File: src/rtl/demux_1x4_seq_if.sv
// demux_1x4_seq_if: source and lane handshake bundle
// for the registered 1-to-4 demultiplexer.
interface demux_1x4_seq_if #(
  parameter int WIDTH = 1
);
  logic [WIDTH-1:0] din;
  logic             din_valid;
  logic             din_ready;
  logic             s0;
  logic             s1;
  logic             auto_mode;
  logic [WIDTH-1:0] q0;
  logic [WIDTH-1:0] q1;
  logic [WIDTH-1:0] q2;
  logic [WIDTH-1:0] q3;
  logic [3:0]       q_valid;
  logic [3:0]       q_ready;
  logic [1:0]       cur_sel;

  modport master (
    output din, din_valid, s0, s1,
    output auto_mode, q_ready,
    input  din_ready, q0, q1, q2, q3,
    input  q_valid, cur_sel
  );

  modport slave (
    input  din, din_valid, s0, s1,
    input  auto_mode, q_ready,
    output din_ready, q0, q1, q2, q3,
    output q_valid, cur_sel
  );
endinterface

File: src/rtl/demux_1x4_seq.sv
// demux_1x4_seq: registered 1-to-4 demux, explicit or
// round-robin lane select. Option: DEMUX_INVERT_IN_EN.
module demux_1x4_seq #(
  parameter int WIDTH = 1
) (
  input logic          clk,
  input logic          reset,
  demux_1x4_seq_if.slave bus
);

  logic [WIDTH-1:0] lane_q [4];
  logic [3:0]       vld_q;
  logic [3:0]       vld_d;
  logic [1:0]       rr_cnt;
  logic [1:0]       sel;
  logic             accept;
  logic [WIDTH-1:0] wdata;

  assign sel = bus.auto_mode ? rr_cnt
                             : {bus.s1, bus.s0};

  assign bus.cur_sel = sel;

  assign bus.din_ready = !vld_q[sel] ||
                         bus.q_ready[sel];

  assign accept = bus.din_valid && bus.din_ready;

`ifdef DEMUX_INVERT_IN_EN
  assign wdata = ~bus.din;
`else
  assign wdata = bus.din;
`endif

  assign bus.q0      = lane_q[0];
  assign bus.q1      = lane_q[1];
  assign bus.q2      = lane_q[2];
  assign bus.q3      = lane_q[3];
  assign bus.q_valid = vld_q;

  // Drains clear valid; a fill on the same lane wins.
  always_comb begin
    vld_d = vld_q & ~bus.q_ready;
    if (accept) begin
      vld_d[sel] = 1'b1;
    end
  end

  // Lane data, valid bits and round-robin counter.
  always_ff @(posedge clk or posedge reset) begin
    if (reset) begin
      for (int n = 0; n < 4; n++) begin
        lane_q[n] <= '0;
      end
      vld_q  <= 4'b0000;
      rr_cnt <= 2'd0;
    end else begin
      vld_q <= vld_d;
      if (accept) begin
        lane_q[sel] <= wdata;
        if (bus.auto_mode) begin
          rr_cnt <= rr_cnt + 2'd1;
        end
      end
    end
  end

endmodule

File: src/flat_wrapper.sv
// flat-port wrapper written by rule: the top's interface ports become plain ports
module demux_1x4_seq_flat 
#(
  parameter int WIDTH = 1
)
  (clk, reset, bus_din, bus_din_valid, bus_s0, bus_s1, bus_auto_mode, bus_q_ready, bus_din_ready, bus_q0, bus_q1, bus_q2, bus_q3, bus_q_valid, bus_cur_sel);
  demux_1x4_seq_if #(.WIDTH(WIDTH)) bus_i ();
  input logic clk;
  input logic reset;
  input wire logic [$bits(bus_i.din)-1:0] bus_din;
  input wire logic [$bits(bus_i.din_valid)-1:0] bus_din_valid;
  input wire logic [$bits(bus_i.s0)-1:0] bus_s0;
  input wire logic [$bits(bus_i.s1)-1:0] bus_s1;
  input wire logic [$bits(bus_i.auto_mode)-1:0] bus_auto_mode;
  input wire logic [$bits(bus_i.q_ready)-1:0] bus_q_ready;
  output wire logic [$bits(bus_i.din_ready)-1:0] bus_din_ready;
  output wire logic [$bits(bus_i.q0)-1:0] bus_q0;
  output wire logic [$bits(bus_i.q1)-1:0] bus_q1;
  output wire logic [$bits(bus_i.q2)-1:0] bus_q2;
  output wire logic [$bits(bus_i.q3)-1:0] bus_q3;
  output wire logic [$bits(bus_i.q_valid)-1:0] bus_q_valid;
  output wire logic [$bits(bus_i.cur_sel)-1:0] bus_cur_sel;
  assign bus_i.din = bus_din;
  assign bus_i.din_valid = bus_din_valid;
  assign bus_i.s0 = bus_s0;
  assign bus_i.s1 = bus_s1;
  assign bus_i.auto_mode = bus_auto_mode;
  assign bus_i.q_ready = bus_q_ready;
  assign bus_din_ready = bus_i.din_ready;
  assign bus_q0 = bus_i.q0;
  assign bus_q1 = bus_i.q1;
  assign bus_q2 = bus_i.q2;
  assign bus_q3 = bus_i.q3;
  assign bus_q_valid = bus_i.q_valid;
  assign bus_cur_sel = bus_i.cur_sel;
  demux_1x4_seq #(.WIDTH(WIDTH)) u_core (.clk(clk), .reset(reset), .bus(bus_i));
endmodule
File: config.mk
export PLATFORM = sky130hd
export DESIGN_NAME = demux_1x4_seq_flat
export DESIGN_NICKNAME = d
export VERILOG_FILES = /design/src/rtl/demux_1x4_seq_if.sv /design/src/rtl/demux_1x4_seq.sv /design/src/flat_wrapper.sv
export SDC_FILE = /design/constraint.sdc
export NUM_CORES = 1
export LEC_CHECK = 0
export BUFFER_PORTS_ARGS = -buffer_cell sky130_fd_sc_hd__buf_2
export CAP_MARGIN = 25
export CORE_AREA = 2 2 39 41
export DETAILED_ROUTE_END_ITERATION = 8
export DIE_AREA = 0 0 41 43
export MAX_ROUTING_LAYER = met4
export PLACE_DENSITY_LB_ADDON = 0.2
export SLEW_MARGIN = 30
export SYNTH_ARGS = -nofsm -noshare
export SYNTH_HDL_FRONTEND = slang
export SYNTH_SLANG_ARGS = --single-unit
File: constraint.sdc
create_clock -name clk -period 1.7 [get_ports clk]
set_clock_uncertainty 0.15 [all_clocks]
set_input_delay 0.255 -clock clk [delete_from_list [all_inputs] [get_ports clk]]
set_output_delay 0.255 -clock clk [all_outputs]
set_load 0.01 [all_outputs]
-- Word-level counts from Yosys, hierarchy flattened
Cells that the tools add are included.
- $lt $le $gt $ge: 4
- bitwise operators: 4
- reduce and logical (&&, ||, !) cells: 6
- multiplexer cells: 11
- $add $sub $neg: 1
- operators by type and width (kind ; number):
    $and A4 B4 Y4 ; 1
    $bmux W1 S2 ; 2
    $bwmux W4 ; 1
    $demux W1 S2 ; 2
    $mux W1 ; 4
    $mux W4 ; 1
    $not A4 Y4 ; 1
    $or A4 B4 Y4 ; 1
    $ge A3 B3 Y1 const B ; 1
    $logic_and A1 B1 Y1 ; 3
    $lt A2 B3 Y1 const B ; 1
    $lt A3 B1 Y1 const B ; 1
    $not A2 Y3 ; 1
    $add A2 B1 Y2 const B ; 1
    $ge A2 B1 Y1 const B ; 1
    $mux W2 ; 1
    $reduce_and A2 Y1 ; 1
    $logic_not A1 Y1 ; 1
    $logic_or A1 B1 Y1 ; 1
- input bits: 11
- register bits: 10
- logic and storage cells: 32

-- Logic depth before layout (Yosys ltp)
Gate-level depths: netlist of the first run.
- depth in word-level cells: 7
- mapped depth: 5
- depth with buffers taken out: 5

-- Worst setup path after synthesis of the first run
Ideal clock, no wire load.
- kind: register to output
- start point: reg u_core.rr_cnt[1]
- end point: out bus_din_ready
- data required time: 1.295 ns
- path buffers: 0
- slack: 0.114 ns
- arrival time: 1.181 ns
- cell stages (with the launch flop): 5
- cell sequence: dfrtp_1 mux2i_2 inv_2 mux2i_2 mux2i_1
- longest elaborated chain between the ends: 5
- elaborated cells between the ends (all ways): 7
- classes of those cells: 5 x mux; 2 x reduce/logical
- ends and longest elaborated chain (element ; RTL line ; RTL):
    start, declared ; demux_1x4_seq.sv:14 ; logic [1:0] rr_cnt;
    start signal, assigned ; demux_1x4_seq.sv:62 ; rr_cnt <= rr_cnt + 2'd1;
    $mux W2 * ; demux_1x4_seq.sv:19 ; assign sel = bus.auto_mode ? rr_cnt
    net bus_cur_sel[1] ; flat_wrapper.sv:22 ; output wire logic [$bits(bus_i.cur_sel)-1:0] bus_cur_sel;
    $bmux W1 S2 ; demux_1x4_seq.sv:24 ; assign bus.din_ready = !vld_q[sel] ||
    $mux W1 (implied by the code) ; demux_1x4_seq.sv:24 ;
    $logic_not A1 Y1 ; demux_1x4_seq.sv:24 ;
    $logic_or A1 B1 Y1 * ; demux_1x4_seq.sv:24 ;
    end, declared ; flat_wrapper.sv:16 ; output wire logic [$bits(bus_i.din_ready)-1:0] bus_din_ready;
The timed path passes the listed nets; every way through them passes the cells marked *. The select of a mux whose other input is x is not followed.

-- Worst setup path after layout of the first run
- start point: reg u_core.rr_cnt[1]
- end point: out bus_din_ready
- longest elaborated chain between the ends: 5
- elaborated cells between the ends (all ways): 7
- classes of those cells: 5 x mux; 2 x reduce/logical
- ends and longest elaborated chain (element ; RTL line):
    $mux W2 * ; demux_1x4_seq.sv:19
    $bmux W1 S2 ; demux_1x4_seq.sv:24
    $mux W1 (implied by the code) ; demux_1x4_seq.sv:24
    $logic_not A1 Y1 ; demux_1x4_seq.sv:24
    $logic_or A1 B1 Y1 * ; demux_1x4_seq.sv:24
Every way passes the cells marked *; elsewhere a longest branch is shown, timed or not. The select of a mux whose other input is x is not followed.

==> out/qor.yml, run 1 <==
status: "finished, violations left"
violations: "negative setup slack"
synth_cell_type_count: 15
rows: 14
combPwrFrac: 0.461
grt_overflow: 0
area_delta_synth_final_pct: 61.9
required_ns: 1.29
min_period_ns: 1.79
synth_seq_cells: 10
arrival_ns: 1.38
hold_viol: 0
seqPwrFrac: 0.345
synth_top_area_cell: "dfrtp_1"
ios: 22
syn_avg_cell_area_um2: 11.1
min_path_type: "input port to flop"
antenna_left: 0
final_common_cell: "buf_2"
power_density_nw_per_um2: 1430
coreArea_um2: 1380
synth.top_cells.by_area: "dfrtp_1, mux2_1, mux2i_1, mux2i_2, nand2b_1"
antenna_found_initial: 0
nets: 94
die_h_um: 43
syn_inst: 43
dieWidth_um: 41
setup_tns_ns: -0.108
cp-end-kind: "primary output"
first_pass_iters: 4
top_usage_layer: "met2"
dp_hpwl_um: 800
use_met1: 0.164
cts.sinks: 10
synth_nets: 54
cp_max_fo: 3
grtUsageTotal: 0.144
die-area_um2: 1760
finalCritPeriodShare: 1.05
vias_per_cell: 4.70
io_buffers: 21
clkPwrFrac: 0.194
drcViolationCount: 0
maxCapViolations: 0
globalplace.congestion: 0.753
syn-cell-area_um2: 479
use_met2: 0.231
start_util: 0.346
p_leak_nw: 0.403
ys_seq_area_frac: 0.522
startpoint_type: "flop"
setup_viol: 2
p_int_mw: 0.746
grt_pass1_vias: 401
switching_power_mw: 0.361
drt_iter0_drc: 1
final_layout_size_suffix_gt1_frac: 0.524
met3_usage: 0.0471
clk_latency_ns: 0.26
relSlewSlack: 0.744
routed_wl_mm: 1.17
h-tree-depth: 1
worst_slack_ns: -0.0869
clk_pin_slew_ns: 0.07
cts-root-buf: "clkbuf_4"
numCtsBuffers: 3
num_vias: 461
crit_top_cell: "mux2i_1"
holdWs_ns: 0.102
tightest_slew_ns: 0.384
wl_per_cell_um: 11.9
final_util: 0.561
path_cells: "mux2i_4 > mux2i_1 > mux2i_1 > buf_2"
dp_slack_ns: 0.0781
p_sw_frac: 0.326
peakVddDrop_uv: 701
rsz0062_at_grt: "yes"
final_cell_mix: "buf_2, buf_4, dfrtp_1"
cts.path.max_buffers: 2
slew_viol_final: 0
cts_tree: "done"
diodes: 0
grt_max_degree: 11
cpPeakStageDelay_ns: 0.41
cpMaxStageDelayCell: "dfrtp_1"
grt_pass1_wl_mm: 1.63
crit_type: "flop to primary output"
max_freq_mhz: 560
synth_top_area_frac: 0.522
ys_warn_count: 0
## kinds of logic (layout without fill, tap and decap cells)
| logic type | after synthesis | in the layout | share of synthesized area |
|---|---|---|---|
| AND/OR/NAND/NOR | 14 | 14 | 0.154 |
| flip-flops | 10 | 10 | 0.522 |
| multiplexers | 9 | 9 | 0.214 |
| AO/OA/AOI/OAI | 5 | 5 | 0.0601 |
| buffers and inverters | 4 | 43 | 0.0313 |
| XOR/XNOR | 1 | 1 | 0.0183 |
## cell usage after synthesis
cell,instances
mux2_1,4
nand3_1,1
mux2i_2,2
clkbuf_1,1
nand2b_1,4
mux2i_1,3
nand4_1,4
nor2_1,2
nand2_1,3
xor2_1,1
dfrtp_1,10
inv_1,1
inv_2,2
o22a_1,1
o21ai_0,4
## final cells by class
| cell class | instances | area [µm²] |
|---|---|---|
| fillers | 127 | 608 |
| flip-flops and latches | 10 | 250 |
| repair buffers | 36 | 233 |
| multi-input cells | 29 | 223 |
| clock buffers | 4 | 36.3 |
| well taps | 16 | 20.0 |
| inverters | 3 | 13.8 |
## stage by stage
stage	power, mW	instance area [µm²]	instances
final	1.11	776	98
after global routing	1.19	776	98
after CTS	1.05	728	94
after detailed placement	0.770	638	84
after global placement	0.766	638	84
after floorplan	0.591	479	43
## registers in the layout, indices dropped and copies added, names as in the netlist
signal	flops
u_core.bus.q1	1
u_core.rr_cnt	2
u_core.bus.q_valid	4
u_core.bus.q3	1
u_core.bus.q2	1
u_core.bus.q0	1
## power by group through the flow
| stage | registers (mW) | clock network, mW | logic [mW] |
|---|---|---|---|
| floorplan | 0.419 | 0 | 0.172 |
| global placement | 0.383 | 0 | 0.383 |
| detailed placement | 0.386 | 0 | 0.384 |
| CTS | 0.379 | 0.220 | 0.450 |
| global route | 0.396 | 0.237 | 0.553 |
| finish | 0.382 | 0.215 | 0.510 |
## worst max-delay path: cells and delay by family (launching register included)
kind | cells | cell delay (ns)
buffers and inverters | 1 | 0.15
DFF | 1 | 0.41
muxes | 3 | 0.56
## final timing paths
kind                                  startpoint  slack [ns]  cells after the start               endpoint
worst min register to register     u_core.bus.q3        0.34                      1          u_core.bus.q3
worst max-delay path            u_core.rr_cnt[1]       -0.09                      4          bus_din_ready
min in group asynchronous                  reset        0.35                      3  u_core.bus.q_valid[0]
worst min-delay path                     bus_din        0.10                      2          u_core.bus.q0
worst max register to register  u_core.rr_cnt[1]        0.07                      6          u_core.bus.q0
max in group asynchronous                  reset        0.77                      3          u_core.bus.q0
## metal layers
layer	wire length (µm)	vias up
li1	-	231
met4	6	0
met3	62	2
met1	480	214
met5	0	-
met2	615	14
## repair_timing
item,CTS,global route
gates resized for setup,1,3
setup endpoints to repair,1,6
setup buffers,5,4
endpoints found under the hold margin,10,0
hold buffers,1,0
(Power assumes the default switching activity.)
==> run 2, diff against run 1 <==
--- a/config.mk
+++ b/config.mk
@@ -11,7 +11,7 @@
 export DETAILED_ROUTE_END_ITERATION = 8
 export DIE_AREA = 0 0 41 43
 export MAX_ROUTING_LAYER = met4
-export PLACE_DENSITY_LB_ADDON = 0.2
+export PLACE_DENSITY = 0.64
 export SLEW_MARGIN = 30
 export SYNTH_ARGS = -nofsm -noshare
 export SYNTH_HDL_FRONTEND = slang
==> out/qor.yml, run 2 (synthesis results as in run 1) <==
p_leak_nw: 0.377  # was 0.403 nW
cp_max_fo: 4  # was 3
h-tree-depth: 1  # unchanged
dieWidth_um: 41  # unchanged
ios: 22  # unchanged
drcViolationCount: 0  # unchanged
routed_wl_mm: 1.19  # was 1.17 mm
min_path_type: "input port to flop"  # unchanged
tightest_slew_ns: 0.379  # was 0.384 ns
total_power_mw: 1.03  # was 1.11 mW
min_period_ns: 1.84  # was 1.79 ns
vias_per_cell: 4.85  # was 4.70
finalCritPeriodShare: 1.08  # was 1.05
path_cells: "mux2i_4 > inv_2 > buf_4 > buf_6 > buf_6 > buf_6"  # was mux2i_4 > mux2i_1 > mux2i_1 > buf_2
area_delta_synth_final_pct: 50.9  # was 61.9%
arrival_ns: 1.43  # was 1.38 ns
die_h_um: 43  # unchanged
setup_tns_ns: -0.321  # was -0.108 ns
cpPeakStageDelay_ns: 0.42  # was 0.41 ns
antenna_left: 0  # unchanged
wl_per_cell_um: 13.1  # was 11.9 µm
crit_top_cell: "buf_6"  # was mux2i_1
diodes: 0  # unchanged
cp-end-kind: "primary output"  # unchanged
numCtsBuffers: 3  # unchanged
crit_type: "flop to primary output"  # unchanged
nets: 88  # was 94
num-fill-cells: 128  # was 127
grt_pass1_wl_mm: 1.70  # was 1.63 mm
crit_family: "buffers and inverters"  # was multiplexers
start_util: 0.346  # unchanged
grtUsageTotal: 0.154  # was 0.144
cts-root-buf: "clkbuf_4"  # unchanged
holdWs_ns: 0.103  # was 0.102 ns
drt_iter0_drc: 5  # was 1
globalplace.congestion: 0.760  # was 0.753
io_buffers: 21  # unchanged
final_util: 0.523  # was 0.561
rsz0062_at_grt: "yes"  # unchanged
grt_pass1_vias: 415  # was 401
startpoint_type: "flop"  # unchanged
grt_overflow: 0  # unchanged
worst-path-buf-inv: 5  # was 1
dp_slack_ns: 0.0588  # was 0.0781 ns
peakVddDrop_uv: 674  # was 701 µV
coreArea_um2: 1380  # unchanged
cts.sinks: 10  # unchanged
cts.path.max_buffers: 2  # unchanged
cpMaxStageDelayCell: "dfrtp_1"  # unchanged
clk_pin_slew_ns: 0.06  # was 0.07 ns
clk_latency_ns: 0.26  # about the same
required_ns: 1.29  # about the same
hold_viol: 0  # unchanged
slew_viol_final: 0  # unchanged
status: "finished, violations left"  # unchanged
violations: "negative setup slack"  # unchanged
rows: 14  # unchanged
final_common_cell: "buf_2"  # unchanged
grt_max_degree: 11  # unchanged
antenna_found_initial: 0  # unchanged
cts_tree: "done"  # unchanged
maxCapViolations: 0  # unchanged
first_pass_iters: 4  # unchanged
setup_viol: 4  # was 2
largest_register_ffs: 4  # unchanged
num_vias: 441  # was 461
worst_slack_ns: -0.136  # was -0.0869 ns
relSlewSlack: 0.747  # was 0.744
power_density_nw_per_um2: 1420  # was 1430 nW/µm²
max_freq_mhz: 545  # was 560 MHz
die-area_um2: 1760  # unchanged
final_layout_size_suffix_gt1_frac: 0.507  # was 0.524
final_cell_mix: "buf_2, dfrtp_1, buf_4"  # was buf_2, buf_4, dfrtp_1
==> run 2: changes by cell type in the layout (fill, tap and decap cells not counted) <==
| cell | delta |
|---|---|
| mux2_4 | +2 |
| clkbuf_8 | -1 |
| buf_2 | +1 |
| mux2_1 | -2 |
| inv_4 | -1 |
| inv_2 | +1 |
| buf_4 | -8 |
| buf_6 | +1 |
==> run 2: path summary, 6_finish.rpt <==
check / startpoint / to / slack, ns / depth (start not counted)
setup reg to reg: u_core.rr_cnt[1] / u_core.bus.q2 / -0.03 / 7
hold reg to reg: u_core.bus.q0 / u_core.bus.q0 / 0.35 / 1
setup / recovery: u_core.rr_cnt[1] / bus_cur_sel[1] / -0.14 / 6
min in group asynchronous: reset / u_core.bus.q_valid[0] / 0.35 / 3
max in group asynchronous: reset / u_core.bus.q2 / 0.78 / 3
hold / removal: bus_din / u_core.bus.q0 / 0.10 / 2
==> run 2: layout make-up <==
cell class,instances,area (µm²),area share
Clock buffer,3,22.5,0.0311
Timing Repair Buffer,30,189,0.261
Multi-Input combinational cell,29,230,0.318
Sequential cell,10,250,0.346
Inverter,3,11.3,0.0156
Tap cell,16,20.0,0.0277
==> run 2: through the flow <==
| stage | cells | cell area [µm²] |
|---|---|---|
| 6_report | 91 | 723 |
| 5_1_grt | 91 | 723 |
| 4_1_cts | 90 | 696 |
| 3_5_place_dp | 82 | 623 |
| 3_3_place_gp | 82 | 623 |
| 2_1_floorplan | 43 | 479 |
==> run 2: power by group <==
| group | internal [mW] | switching (mW) |
|---|---|---|
| registers | 0.331 | 0.0570 |
| logic | 0.263 | 0.216 |
| clock network | 0.0818 | 0.0787 |
| total | 0.676 | 0.352 |
==> run 2: what timing repair did <==
item | 4_1_cts | 5_1_grt
hold buffers | 1 | 0
gates resized for setup | 2 | 4
pin swaps | 0 | 0
buffers inserted | 4 | 1
cloned | 0 | 0
setup endpoints to repair | 1 | 4
endpoints found under the hold margin | 10 | 0
==> run 2: routing by layer <==
layer	routed length [µm]	part of all wire	vias to the layer above	GRT usage
met4	0	0	0	0.0800
met2	595	0.50	19	0.231
met5	0	0	-	-
li1	-	-	214	-
met3	76	0.064	0	0.0628
met1	516	0.43	208	0.168
==> run 3, diff against run 2 <==
--- a/config.mk
+++ b/config.mk
@@ -5,13 +5,14 @@
 export SDC_FILE = /design/constraint.sdc
 export NUM_CORES = 1
 export LEC_CHECK = 0
+export ABC_AREA = 1
 export BUFFER_PORTS_ARGS = -buffer_cell sky130_fd_sc_hd__buf_2
 export CAP_MARGIN = 25
-export CORE_AREA = 2 2 39 41
+export CORE_MARGIN = 2
+export CORE_UTILIZATION = 46
 export DETAILED_ROUTE_END_ITERATION = 8
-export DIE_AREA = 0 0 41 43
 export MAX_ROUTING_LAYER = met4
-export PLACE_DENSITY = 0.64
+export PLACE_DENSITY = 0.75
 export SLEW_MARGIN = 30
 export SYNTH_ARGS = -nofsm -noshare
 export SYNTH_HDL_FRONTEND = slang
==> out/qor.yml, run 3 <==
status: "finished, violations left"  # unchanged
violations: "negative setup slack"  # unchanged
synth_nets: 90  # was 54
largest_register_ffs: 4  # unchanged
drt_iter0_drc: 17  # was 5
min_period_ns: 1.72  # was 1.84 ns
ys_seq_area_frac: 0.418  # was 0.522
rsz0062_at_grt: "yes"  # unchanged
grt_pass1_vias: 483  # was 415
dp_hpwl_um: 915
maxCapViolations: 0  # unchanged
p_leak_nw: 0.472  # was 0.377 nW
arrival_ns: 1.32  # was 1.43 ns
wl_per_cell_um: 11.1  # was 13.1 µm
cp_max_fo: 5  # was 4
synth_top_area_cell: "dfrtp_1"  # unchanged
met2_length_um: 644  # was 595 µm
ys_warn_count: 0  # unchanged
hold_viol: 0  # unchanged
diodes: 0  # unchanged
dr.max_layer_used: "met4"  # was met3
start_util: 0.479  # was 0.346
drcViolationCount: 0  # unchanged
nets: 120  # was 88
ios: 22  # unchanged
num_vias: 579  # was 441
final_common_cell: "nand2_1"  # was buf_2
setup_viol: 1  # was 4
cts.path.max_buffers: 2  # unchanged
clk_latency_ns: 0.27  # was 0.26 ns
seq_area_um2: 250  # unchanged
setup_tns_ns: -0.0238  # was -0.321 ns
syn_avg_cell_area_um2: 7.59  # was 11.1 µm²
dp_slack_ns: 0.0596  # was 0.0588 ns
yosysMostFrequentCell: "nand2_1"  # was dfrtp_1
synth_cell_type_count: 15  # unchanged
synth.top_cells.by_area: "dfrtp_1, nand2_1, inv_1, nand4_1, nand2_2"  # was dfrtp_1, mux2_1, mux2i_1, mux2i_2, nand2b_1
total_power_mw: 1.13  # was 1.03 mW
grt_max_degree: 12  # was 11
crit_type: "flop to primary output"  # unchanged
numCtsBuffers: 3  # unchanged
cts_tree: "done"  # unchanged
final_layout_size_suffix_gt1_frac: 0.407  # was 0.507
async_flop_share: 1.00  # unchanged
coreArea_um2: 1250  # was 1380 µm²
first_pass_iters: 4  # unchanged
min_path_type: "input port to flop"  # unchanged
max_freq_mhz: 580  # was 545 MHz
globalplace.congestion: 0.772  # was 0.760
area_delta_synth_final_pct: 35.3  # was 50.9%
io_buffers: 21  # unchanged
syn-cell-area_um2: 599  # was 479 µm²
grtUsageTotal: 0.194  # was 0.154
h-tree-depth: 1  # unchanged
cts-root-buf: "clkbuf_4"  # unchanged
startpoint_type: "flop"  # unchanged
slew_viol_final: 0  # unchanged
holdWs_ns: 0.0248  # was 0.103 ns
clk_pin_slew_ns: 0.07  # was 0.06 ns
multi_input_area_um2: 307  # was 230 µm²
cts.sinks: 10  # unchanged
num-fill-cells: 104  # was 128
cp-end-kind: "primary output"  # unchanged
die_h_um: 40.1  # was 43 µm
peakVddDrop_uv: 936  # was 674 µV
dieWidth_um: 40.1  # was 41 µm
synthTopCellsByCount: "nand2_1, dfrtp_1, inv_1"  # was dfrtp_1, mux2_1, nand2b_1, nand4_1, o21ai_0
final_cell_mix: "nand2_1, buf_2, dfrtp_1"  # was buf_2, dfrtp_1, buf_4
worst_slack_ns: -0.0238  # was -0.136 ns
relSlewSlack: 0.739  # was 0.747
antenna_left: 0  # unchanged
finalCritPeriodShare: 1.01  # was 1.08
grt_pass1_wl_mm: 1.96  # was 1.70 mm
die-area_um2: 1610  # was 1760 µm²
yosys_most_used_dff: "dfrtp_1"  # unchanged
synth_top_area_frac: 0.418  # was 0.522
rows: 13  # was 14
synth_seq_cells: 10  # unchanged
power_density_nw_per_um2: 1400  # was 1420 nW/µm²
wl_met3_um: 57  # was 76 µm
tightest_slew_ns: 0.390  # was 0.379 ns
synth_edf_count: 0  # unchanged
required_ns: 1.29  # about the same
syn_inst: 79  # was 43
routed_wl_mm: 1.37  # was 1.19 mm
grt_overflow: 0  # unchanged
vias_per_cell: 4.71  # was 4.85
antenna_found_initial: 0  # unchanged
met1Wirelength_um: 647  # was 516 µm
[run 3: changes by cell type after synthesis, sizes merged]
cell    previous run  this run
buf                0         2
nand3              1         8
inv                3        11
nand4              4         6
mux2               4         0
nand2              3        34
mux2i              5         0
nand2b             4         0
o21ai              4         5
o22a               1         0
clkbuf             1         0
[run 3: final timing paths]
kind / start / end / slack [ns] / cells after the start
max: u_core.rr_cnt[0] / bus_din_ready / -0.02 / 9
min: bus_q_ready[1] / u_core.bus.q_valid[1] / 0.02 / 2
max reg2reg: u_core.rr_cnt[0] / u_core.bus.q0 / 0.08 / 11
min reg2reg: u_core.bus.q2 / u_core.bus.q2 / 0.33 / 2
max in group asynchronous: reset / u_core.bus.q0 / 0.78 / 3
min in group asynchronous: reset / u_core.bus.q_valid[3] / 0.35 / 3
[run 3: repair_timing]
action	4_1_cts	5_1_grt
cloned	1	0
setup endpoints to repair	1	3
pin swaps	3	5
hold buffers	1	0
setup buffers	3	1
hold endpoints to repair	10	0
resized for setup	4	2
[run 3: cell type report]
type                            instances  share of cell area
Clock buffer                            4              0.0448
Inverter                               11              0.0509
Timing Repair Buffer                   26               0.194
Multi-Input combinational cell         57               0.378
Sequential cell                        10               0.309
Tap cell                               15              0.0231
[run 3: per-layer routing]
layer / vias to the layer above / GRT usage
met5: - / -
met4: 0 / 0.0776
met3: 2 / 0.0500
met2: 13 / 0.310
met1: 251 / 0.231
li1: 313 / -
[run 3: power by group]
part           total, mW  switching (mW)  internal (mW)
logic              0.528           0.302          0.226
registers          0.383          0.0551          0.328
clock network      0.223          0.0930          0.130
[run 3: cell families after synthesis]
kind of cell    share of synthesized area
simple gates                        0.426
xor+xnor                           0.0146
compound gates                     0.0417
flops                               0.418
buf+inv                             0.100
[run 3: per-stage QoR]
stage | instances | area [µm²] | util
6_report | 123 | 811 | 0.647
5_1_grt | 123 | 811 | 0.647
4_1_cts | 122 | 793 | 0.633
3_5_place_dp | 113 | 704 | 0.562
3_3_place_gp | 113 | 704 | 0.562
2_1_floorplan | 79 | 599 | -
[run 3: worst max-delay path: stages (launching register included)]
cell and delay [ns]:
dfrtp_1 0.40, nand2_2 0.13, nand2_4 0.09, nand2_2 0.06, nand2_1 0.04, nand2_1 0.05, nand2_1 0.05, inv_2 0.06
nand2_4 0.05, buf_6 0.11
